## config.mk

```make
export PLATFORM = sky130hd
export DESIGN_NAME = flag_branch_unit
export DESIGN_NICKNAME = d
export VERILOG_FILES = /design/src/rtl/flag_branch_unit.sv
export SDC_FILE = /design/constraint.sdc
export NUM_CORES = 1
export LEC_CHECK = 0
export BUFFER_PORTS_ARGS = -buffer_cell sky130_fd_sc_hd__buf_4
export CAP_MARGIN = 20
export CORE_AREA = 2 2 64 72
export DETAILED_ROUTE_END_ITERATION = 10
export DIE_AREA = 0 0 66 74
export GPL_ROUTABILITY_DRIVEN = 0
export GPL_TIMING_DRIVEN = 0
export MAX_ROUTING_LAYER = met4
export PLACE_DENSITY_LB_ADDON = 0.08
export REMOVE_ABC_BUFFERS = 1
export SYNTH_ARGS = -nofsm -noshare
export SYNTH_HDL_FRONTEND = slang
export SYNTH_SLANG_ARGS = --single-unit
```

## constraint.sdc

```tcl
create_clock -name clk -period 2.4 [get_ports clk]
set_input_delay 0.36 -clock clk [delete_from_list [all_inputs] [get_ports clk]]
set_output_delay 0.36 -clock clk [all_outputs]
set_load 0.005 [all_outputs]
```

## src/rtl/flag_branch_unit.sv

```systemverilog
`default_nettype none
// ============================================================================
// Module      : flag_branch_unit
// Description : EX-stage consumer of the ALU flag interface. Holds the
//               architectural Z/V/N flags, resolves conditional branches
//               against the registered flags, issues the PC redirect,
//               sequences the wrong-path flush and counts taken branches.
// Revision    : 1.0 - initial release
// ----------------------------------------------------------------------------
// Ports
//   clk          in   system clock, all state on posedge
//   rst_n        in   synchronous active-low reset (overrides stall)
//   stall        in   global pipeline stall, freezes all state
//   zr_in/ov_in/neg_in   in   ALU zero / overflow / sign flags
//   we_zr        in   update Z
//   we_vn        in   update V and N
//   br_valid     in   EX holds a conditional branch
//   br_cond      in   [2:0] condition code
//   br_target    in   [15:0] branch target
//   Z, V, N      out  registered flags
//   br_taken     out  one-cycle taken pulse
//   pc_redirect  out  [15:0] target, valid while br_taken=1
//   flush_IF_ID, flush_ID_EX  out  squash wrong-path stages
//   busy         out  flush sequence in progress
//   taken_cnt    out  [CNT_W-1:0] saturating taken-branch count
// ============================================================================
module flag_branch_unit #(
    parameter int FLUSH_CYCLES = 2,
    parameter int CNT_W        = 16
) (
    input  logic             clk,
    input  logic             rst_n,
    input  logic             stall,
    input  logic             zr_in,
    input  logic             ov_in,
    input  logic             neg_in,
    input  logic             we_zr,
    input  logic             we_vn,
    input  logic             br_valid,
    input  logic [2:0]       br_cond,
    input  logic [15:0]      br_target,
    output logic             Z,
    output logic             V,
    output logic             N,
    output logic             br_taken,
    output logic [15:0]      pc_redirect,
    output logic             flush_IF_ID,
    output logic             flush_ID_EX,
    output logic             busy,
    output logic [CNT_W-1:0] taken_cnt
);

    typedef enum logic [0:0] {
        ST_IDLE  = 1'b0,
        ST_FLUSH = 1'b1
    } state_t;

    // FLUSH is entered already showing the first flush cycle, so the
    // remaining-cycle counter is loaded with one less than the width.
    localparam logic [2:0]       c_FLUSH_LOAD = 3'(FLUSH_CYCLES - 1);
    localparam logic [CNT_W-1:0] c_CNT_MAX    = '1;

    state_t           r_state, w_state;
    logic [2:0]       r_cnt, w_cnt;
    logic             r_z, r_v, r_n, w_z, w_v, w_n;
    logic             r_taken, w_taken;
    logic [15:0]      r_pc, w_pc;
    logic             r_flush, w_flush;
    logic [CNT_W-1:0] r_tcnt, w_tcnt;
    logic             w_cond;

    // Condition uses the flags as registered, before this cycle's update.
    always_comb begin
        w_cond = 1'b0;
        case (br_cond)
            3'b000:  w_cond = ~r_z;
            3'b001:  w_cond = r_z;
            3'b010:  w_cond = ~r_z & ~r_n;
            3'b011:  w_cond = r_n;
            3'b100:  w_cond = ~r_n;
            3'b101:  w_cond = r_n | r_z;
            3'b110:  w_cond = r_v;
            default: w_cond = 1'b1;
        endcase
    end

    // Next-state and next-output logic; a stall leaves every value as is.
    always_comb begin
        w_state = r_state;
        w_cnt   = r_cnt;
        w_z     = r_z;
        w_v     = r_v;
        w_n     = r_n;
        w_taken = r_taken;
        w_pc    = r_pc;
        w_flush = r_flush;
        w_tcnt  = r_tcnt;
        if (!stall) begin
            if (we_zr) begin
                w_z = zr_in;
            end
            if (we_vn) begin
                w_v = ov_in;
                w_n = neg_in;
            end
            case (r_state)
                ST_IDLE: begin
                    if (br_valid && w_cond) begin
                        w_state = ST_FLUSH;
                        w_taken = 1'b1;
                        w_pc    = br_target;
                        w_flush = 1'b1;
                        w_cnt   = c_FLUSH_LOAD;
                        if (r_tcnt != c_CNT_MAX) begin
                            w_tcnt = r_tcnt + 1'b1;
                        end
                    end
                end
                ST_FLUSH: begin
                    // Branches seen here are on the wrong path and ignored.
                    w_taken = 1'b0;
                    if (r_cnt != 3'd0) begin
                        w_cnt = r_cnt - 3'd1;
                    end else begin
                        w_flush = 1'b0;
                        w_state = ST_IDLE;
                    end
                end
                default: begin
                    w_state = ST_IDLE;
                end
            endcase
        end
    end

    always_ff @(posedge clk) begin
        if (!rst_n) begin
            r_state <= ST_IDLE;
            r_cnt   <= 3'd0;
            r_z     <= 1'b0;
            r_v     <= 1'b0;
            r_n     <= 1'b0;
            r_taken <= 1'b0;
            r_pc    <= 16'h0000;
            r_flush <= 1'b0;
            r_tcnt  <= '0;
        end else begin
            r_state <= w_state;
            r_cnt   <= w_cnt;
            r_z     <= w_z;
            r_v     <= w_v;
            r_n     <= w_n;
            r_taken <= w_taken;
            r_pc    <= w_pc;
            r_flush <= w_flush;
            r_tcnt  <= w_tcnt;
        end
    end

    assign Z           = r_z;
    assign V           = r_v;
    assign N           = r_n;
    assign br_taken    = r_taken;
    assign pc_redirect = r_pc;
    assign flush_IF_ID = r_flush;
    assign flush_ID_EX = r_flush;
    assign busy        = r_flush;
    assign taken_cnt   = r_tcnt;

endmodule
`default_nettype wire

```

# After elaboration in Yosys (flattened, before gate mapping)
# Cells that the tools add are included.
# totals
reg_bits,41
inputBits,28
word_cells,48
# classes
addsub,2
eq_ne,10
mux,11
n_bitwise,6
reduce_logical,10
# ops
operator,count
$add 16x1->16 const B,1
$ne 16x16->1 const B,1
$eq 3x3->1 const B,3
$reduce_and 3->1,3
$pmux 1 s7,1
$eq 3x2->1 const B,2
$mux 3,2
$pmux 1 s2,3
$pmux 3 s2,1
$reduce_and 2->1,3
$mux 1,4
$ne 2x2->1 const B,2
$not 1->1,4
$reduce_and 4->1,1
$eq 3x1->1 const B,1
$logic_not 3->1,1
$reduce_bool 3->1,1
$sub 3x1->3 const B,1
$ne 2x1->1 const B,1
$and 1x1->1,1
$logic_and 1x1->1,1
$or 1x1->1,1

# Longest topological paths before layout
# depth
ltp_word,6
depth_mapped,8

# Worst setup path after synthesis
# No wires, ideal clock.
# synth_timing
kind,reg-to-reg
startpoint,"reg r_tcnt[0], in the netlist taken_cnt[0]"
endpoint,"reg r_tcnt[8], in the netlist taken_cnt[8]"
arrival_ns,1.722
setup_slack_ns,0.607
stages_incl_launch_ff,9
path_buffers,2
synth_period_minus_slack_ns,1.793
path_cell_list,dfxtp_1 ha_1 nand3_1 or4_4 nor2_4 buf_6 buf_6 o31ai_1 a21oi_1
# synth_between
elab_chain_len,2
word_cells_on_any_way,3
# synth_lines
item,line_no,rtl
start: declaration,69,"logic [CNT_W-1:0] r_tcnt, w_tcnt;"
start signal: assignment,156,r_tcnt <= w_tcnt;
"parallel branches: the longest is 2 deep, another holds $add 16x1->16",--,
# Several ways; the timed one is not identified.
# A chain may end at the register's enable or synchronous reset.

# Worst setup path after layout
# layout_timing
startpoint,"reg r_tcnt[0], in the netlist taken_cnt[0]"
endpoint,"reg r_tcnt[7], in the netlist taken_cnt[7]"
# The elaborated chain is that of the path after synthesis.

==> impl_metrics.xml <==
<?xml version="1.0" encoding="UTF-8"?>
<metrics>
  <group name="grt">
    <metric name="grt-ovfl-total" unit="">0</metric>
    <metric name="grt_use_total" unit="%">18.7</metric>
    <metric name="first_pass_grt_wire_length" unit="um">6920</metric>
    <metric name="grt_pass1_vias" unit="">1537</metric>
    <metric name="grt_start_max_net_pins" unit="">35</metric>
    <metric name="antenna_violations_before_repair" unit="">0</metric>
  </group>
  <group name="die">
    <metric name="design.die.area" unit="um2">4880</metric>
    <metric name="die_w" unit="um">66</metric>
    <metric name="die_h" unit="um">74</metric>
    <metric name="std_cell_rows" unit="">25</metric>
    <metric name="ios" unit="">67</metric>
    <metric name="floorplan.initialDensity" unit="%">46.7</metric>
    <metric name="core_region_area" unit="um2">4190</metric>
  </group>
  <group name="clock_tree">
    <metric name="root_buffer" unit="">sky130_fd_sc_hd__clkbuf_8</metric>
    <metric name="tritoncts_clock_tree" unit="">built</metric>
    <metric name="clock_latency" unit="ns">0.28</metric>
    <metric name="post-cts-setup-buffers" unit="">0</metric>
    <metric name="cts.sinks" unit="">41</metric>
    <metric name="clock_tree.htree_level_count" unit="">2</metric>
    <metric name="clk_transition_reported_paths" unit="ns">0.07</metric>
    <metric name="post_cts_sizing" unit="">0</metric>
    <metric name="max_clock_buf_depth" unit="">2</metric>
    <metric name="post_cts_hold_buffer_count" unit="">0</metric>
    <metric name="numCtsBuffers" unit="">5</metric>
  </group>
  <group name="final_layout">
    <metric name="design.final.nets" unit="">303</metric>
    <metric name="area_growth_syn_to_layout" unit="%">29.6</metric>
    <metric name="insertedDiodeCount" unit="">0</metric>
    <metric name="finish.utilization" unit="%">60.5</metric>
    <metric name="final_layout_size_suffix_gt1_share" unit="%">28.3</metric>
  </group>
  <group name="critical_path">
    <metric name="timing.critical_path.slowest_stage_cell" unit="">sky130_fd_sc_hd__or4_4</metric>
    <metric name="crit_chain" unit="">ha_1 &gt; nand3_1 &gt; or4_4 &gt; nor2_4 &gt; or4b_1 &gt; a21oi_1</metric>
    <metric name="timing.setup.critical_path_class" unit="">flip-flop to flip-flop</metric>
    <metric name="worstPathArrival" unit="ns">2.25</metric>
    <metric name="path_max_fanout" unit="">25</metric>
    <metric name="r2r_setup_slk" unit="ns">0.29</metric>
    <metric name="slowest_delay" unit="ns">0.48</metric>
    <metric name="r2r_start" unit="">taken_cnt[0]$_SDFFE_PN0P_</metric>
    <metric name="worst_r2r_endpoint" unit="">taken_cnt[7]$_SDFFE_PN0P_</metric>
    <metric name="worst_path_dominant_cell_family" unit="">simple AND/OR/NAND/NOR gates</metric>
    <metric name="critPathRequiredTime" unit="ns">2.54</metric>
    <metric name="startpoint_types" unit="">flip-flop</metric>
    <metric name="worstPathBufferInverterCount" unit="">0</metric>
    <metric name="end_kind" unit="">flip-flop</metric>
    <metric name="reg2regPathDepth" unit="">6</metric>
  </group>
  <group name="timing">
    <metric name="grt_setup_unrepaired" unit="">false</metric>
    <metric name="min_period_over_period" unit="%">87.8</metric>
    <metric name="setup_viol" unit="">0</metric>
    <metric name="post-route-min-period" unit="ns">2.11</metric>
    <metric name="finalHoldViolations" unit="">0</metric>
    <metric name="fin_hold_ws" unit="ns">0.302</metric>
    <metric name="max_slew.worst_pin.slew" unit="ns">0.987</metric>
    <metric name="max_slew_margin" unit="%">33.8</metric>
    <metric name="final_max_slew_viol_count" unit="">0</metric>
    <metric name="achievable-frequency" unit="MHz">475</metric>
    <metric name="skew" unit="ns">0.00528</metric>
  </group>
  <group name="logic_synthesis">
    <metric name="synth_top_flop_cell" unit="">sky130_fd_sc_hd__dfxtp_1</metric>
    <metric name="number_of_flops_mapped_to_enable_cells_by_yosys" unit="">0</metric>
    <metric name="seq_area_frac_synth" unit="%">42.0</metric>
    <metric name="async_reset_ff_share" unit="%">0</metric>
    <metric name="avgSynthCellArea" unit="um2">9.22</metric>
    <metric name="ys_warn_count" unit="">0</metric>
    <metric name="netlist-cell-type-count" unit="">42</metric>
    <metric name="summed_instance_area_of_the_synthesized_netlist" unit="um2">1960</metric>
    <metric name="postSynthCellCount" unit="">212</metric>
    <metric name="ys_ff_latch" unit="">41</metric>
  </group>
  <group name="pwr">
    <metric name="leakagePower" unit="nW">1.12</metric>
    <metric name="power_density" unit="nW/um2">529</metric>
    <metric name="max-vdd-ir-drop" unit="uV">275</metric>
  </group>
  <group name="worst_hold_path">
    <metric name="min_delay_worst_endpoint" unit="">pc_redirect[3]$_SDFFE_PN0P_</metric>
    <metric name="hold_start" unit="">br_target[3]</metric>
    <metric name="hold_path.class" unit="">primary input to flip-flop</metric>
    <metric name="hold-path-cell-count" unit="">3</metric>
  </group>
  <group name="place">
    <metric name="dp.final_hpwl" unit="um">2990</metric>
    <metric name="buffer_ports.inserted" unit="">66</metric>
  </group>
  <group name="route">
    <metric name="route.detailed.wl_per_inst" unit="um">13.1</metric>
    <metric name="antenna_violating_nets_post_route" unit="">0</metric>
    <metric name="route.vias.total" unit="">1732</metric>
    <metric name="postRouteWirelength" unit="um">4270</metric>
    <metric name="detailedRoute.firstIterationViolations" unit="">101</metric>
    <metric name="post_drt_via_cell_ratio" unit="">5.31</metric>
    <metric name="detail_route.drc_violations" unit="">0</metric>
    <metric name="drt_first_pass_iters" unit="">4</metric>
  </group>
  <group name="status">
    <metric name="run_status" unit="">finished, final reports clean</metric>
  </group>
  <group name="run">
    <metric name="drv_cap" unit="">0</metric>
  </group>
</metrics>
-- area by class of cell --
cell class | instances | area (um2)
Multi-Input combinational cell | 148 | 1000
Tap cell | 54 | 67.6
Fill cell | 395 | 1660
Timing Repair Buffer | 67 | 523
Clock buffer | 7 | 86.3
Sequential cell | 41 | 821
Inverter | 9 | 33.8
-- routing by layer --
| metal | wire length, um | track usage [%] | up-vias |
|---|---|---|---|
| met4 | 50 | 6.12 | 0 |
| met1 | 2010 | 24.0 | 788 |
| met5 | 0 | - | - |
| met2 | 2010 | 28.7 | 46 |
| li1 | - | - | 892 |
| met3 | 208 | 4.99 | 6 |
-- where the power goes --
part | switching (W) | internal (W) | leakage [nW]
Clock | 0.000217 | 0.000228 | 0.0443
Combinational | 0.0000821 | 0.0000958 | 0.739
Sequential | 0.0000163 | 0.000702 | 0.332
Total | 0.000315 | 0.00103 | 1.12
-- registers in the layout (all words and copies together), names as in the netlist --
name and flops:
busy 1, V 1, pc_redirect 16, taken_cnt 16
br_taken 1, r_cnt 3, Z 1, N 1
r_state 1
-- cell usage after synthesis (4+ instances only) --
cell type | number | area, um2
sky130_fd_sc_hd__nor2_1 | 25 | 93.8
sky130_fd_sc_hd__clkbuf_1 | 5 | 18.8
sky130_fd_sc_hd__or4_1 | 8 | 60.1
sky130_fd_sc_hd__mux2i_1 | 21 | 210
sky130_fd_sc_hd__o21ai_0 | 5 | 25.0
sky130_fd_sc_hd__inv_1 | 8 | 30.0
sky130_fd_sc_hd__nand2b_1 | 4 | 25.0
sky130_fd_sc_hd__dfxtp_1 | 41 | 821
sky130_fd_sc_hd__buf_6 | 6 | 67.6
sky130_fd_sc_hd__nand3_1 | 8 | 40.0
sky130_fd_sc_hd__o31ai_1 | 10 | 75.1
sky130_fd_sc_hd__nand2_1 | 10 | 37.5
sky130_fd_sc_hd__nand4_1 | 5 | 31.3
sky130_fd_sc_hd__a21oi_1 | 15 | 75.1
-- how the worst max path moves through the flow --
stage	start	endpoint	slack (ns)	cells past startpoint
after floorplan	br_cond[2]	taken_cnt[15]$_SDFFE_PN0P_	0.04	5
after global placement	br_cond[2]	taken_cnt[15]$_SDFFE_PN0P_	-0.70	6
after detailed placement	br_cond[1]	pc_redirect[2]$_SDFFE_PN0P_	0.18	7
after CTS	taken_cnt[0]$_SDFFE_PN0P_	taken_cnt[7]$_SDFFE_PN0P_	0.30	6
after global routing	taken_cnt[0]$_SDFFE_PN0P_	taken_cnt[11]$_SDFFE_PN0P_	0.16	6
final	taken_cnt[0]$_SDFFE_PN0P_	taken_cnt[7]$_SDFFE_PN0P_	0.29	6
-- logic make-up after synthesis --
group	Yosys count	share of synthesized area, %
flip-flops	41	42.0
XOR/XNOR	1	0.448
AND/OR/NAND/NOR	77	21.2
adder cells (fa/ha/maj)	4	2.43
buffers and inverters	23	7.16
multiplexers	21	10.7
AO/OA/AOI/OAI	45	16.1
-- worst register-to-register path: cells and delay by family, from the launching register on --
family	cells	cell delay [ns]
fa+ha+maj	1	0.24
compound gates	1	0.06
simple gates	4	1.21
flops	1	0.45
-- metrics by stage --
step | std cells | total power [W] | cell area (um2) | setup TNS (ns) | worst slack, ns
floorplan | 198 | 0.000814 | 1850 | 0 | 0.0405
global placement | 318 | 0.000903 | 2410 | -19.01 | -0.695
detailed placement | 319 | 0.000913 | 2450 | 0 | 0.183
CTS | 326 | 0.00136 | 2530 | 0 | 0.301
global route | 326 | 0.00140 | 2530 | 0 | 0.165
finish | 326 | 0.00134 | 2530 | 0 | 0.293
-- layout by cell type (no fill, tap or decap), types with 2 or more instances in the layout --
cell type                  instances
sky130_fd_sc_hd__a21oi_1          15
sky130_fd_sc_hd__buf_4            66
sky130_fd_sc_hd__clkbuf_8          6
sky130_fd_sc_hd__dfxtp_1          41
sky130_fd_sc_hd__ha_1              3
sky130_fd_sc_hd__inv_1             8
sky130_fd_sc_hd__mux2i_1          21
sky130_fd_sc_hd__nand2_1          10
sky130_fd_sc_hd__nand2b_1          4
sky130_fd_sc_hd__nand3_1           8
sky130_fd_sc_hd__nand4_1           5
sky130_fd_sc_hd__nor2_1           25
sky130_fd_sc_hd__nor2b_1           3
sky130_fd_sc_hd__nor3_1            3
sky130_fd_sc_hd__nor4_1            2
sky130_fd_sc_hd__o211a_1           2
sky130_fd_sc_hd__o21ai_0           5
sky130_fd_sc_hd__o311a_1           3
sky130_fd_sc_hd__o31ai_1          10
sky130_fd_sc_hd__o41ai_1           2
sky130_fd_sc_hd__or3_1             2
sky130_fd_sc_hd__or4_1             8
Power figures use the tool's default switching activity.
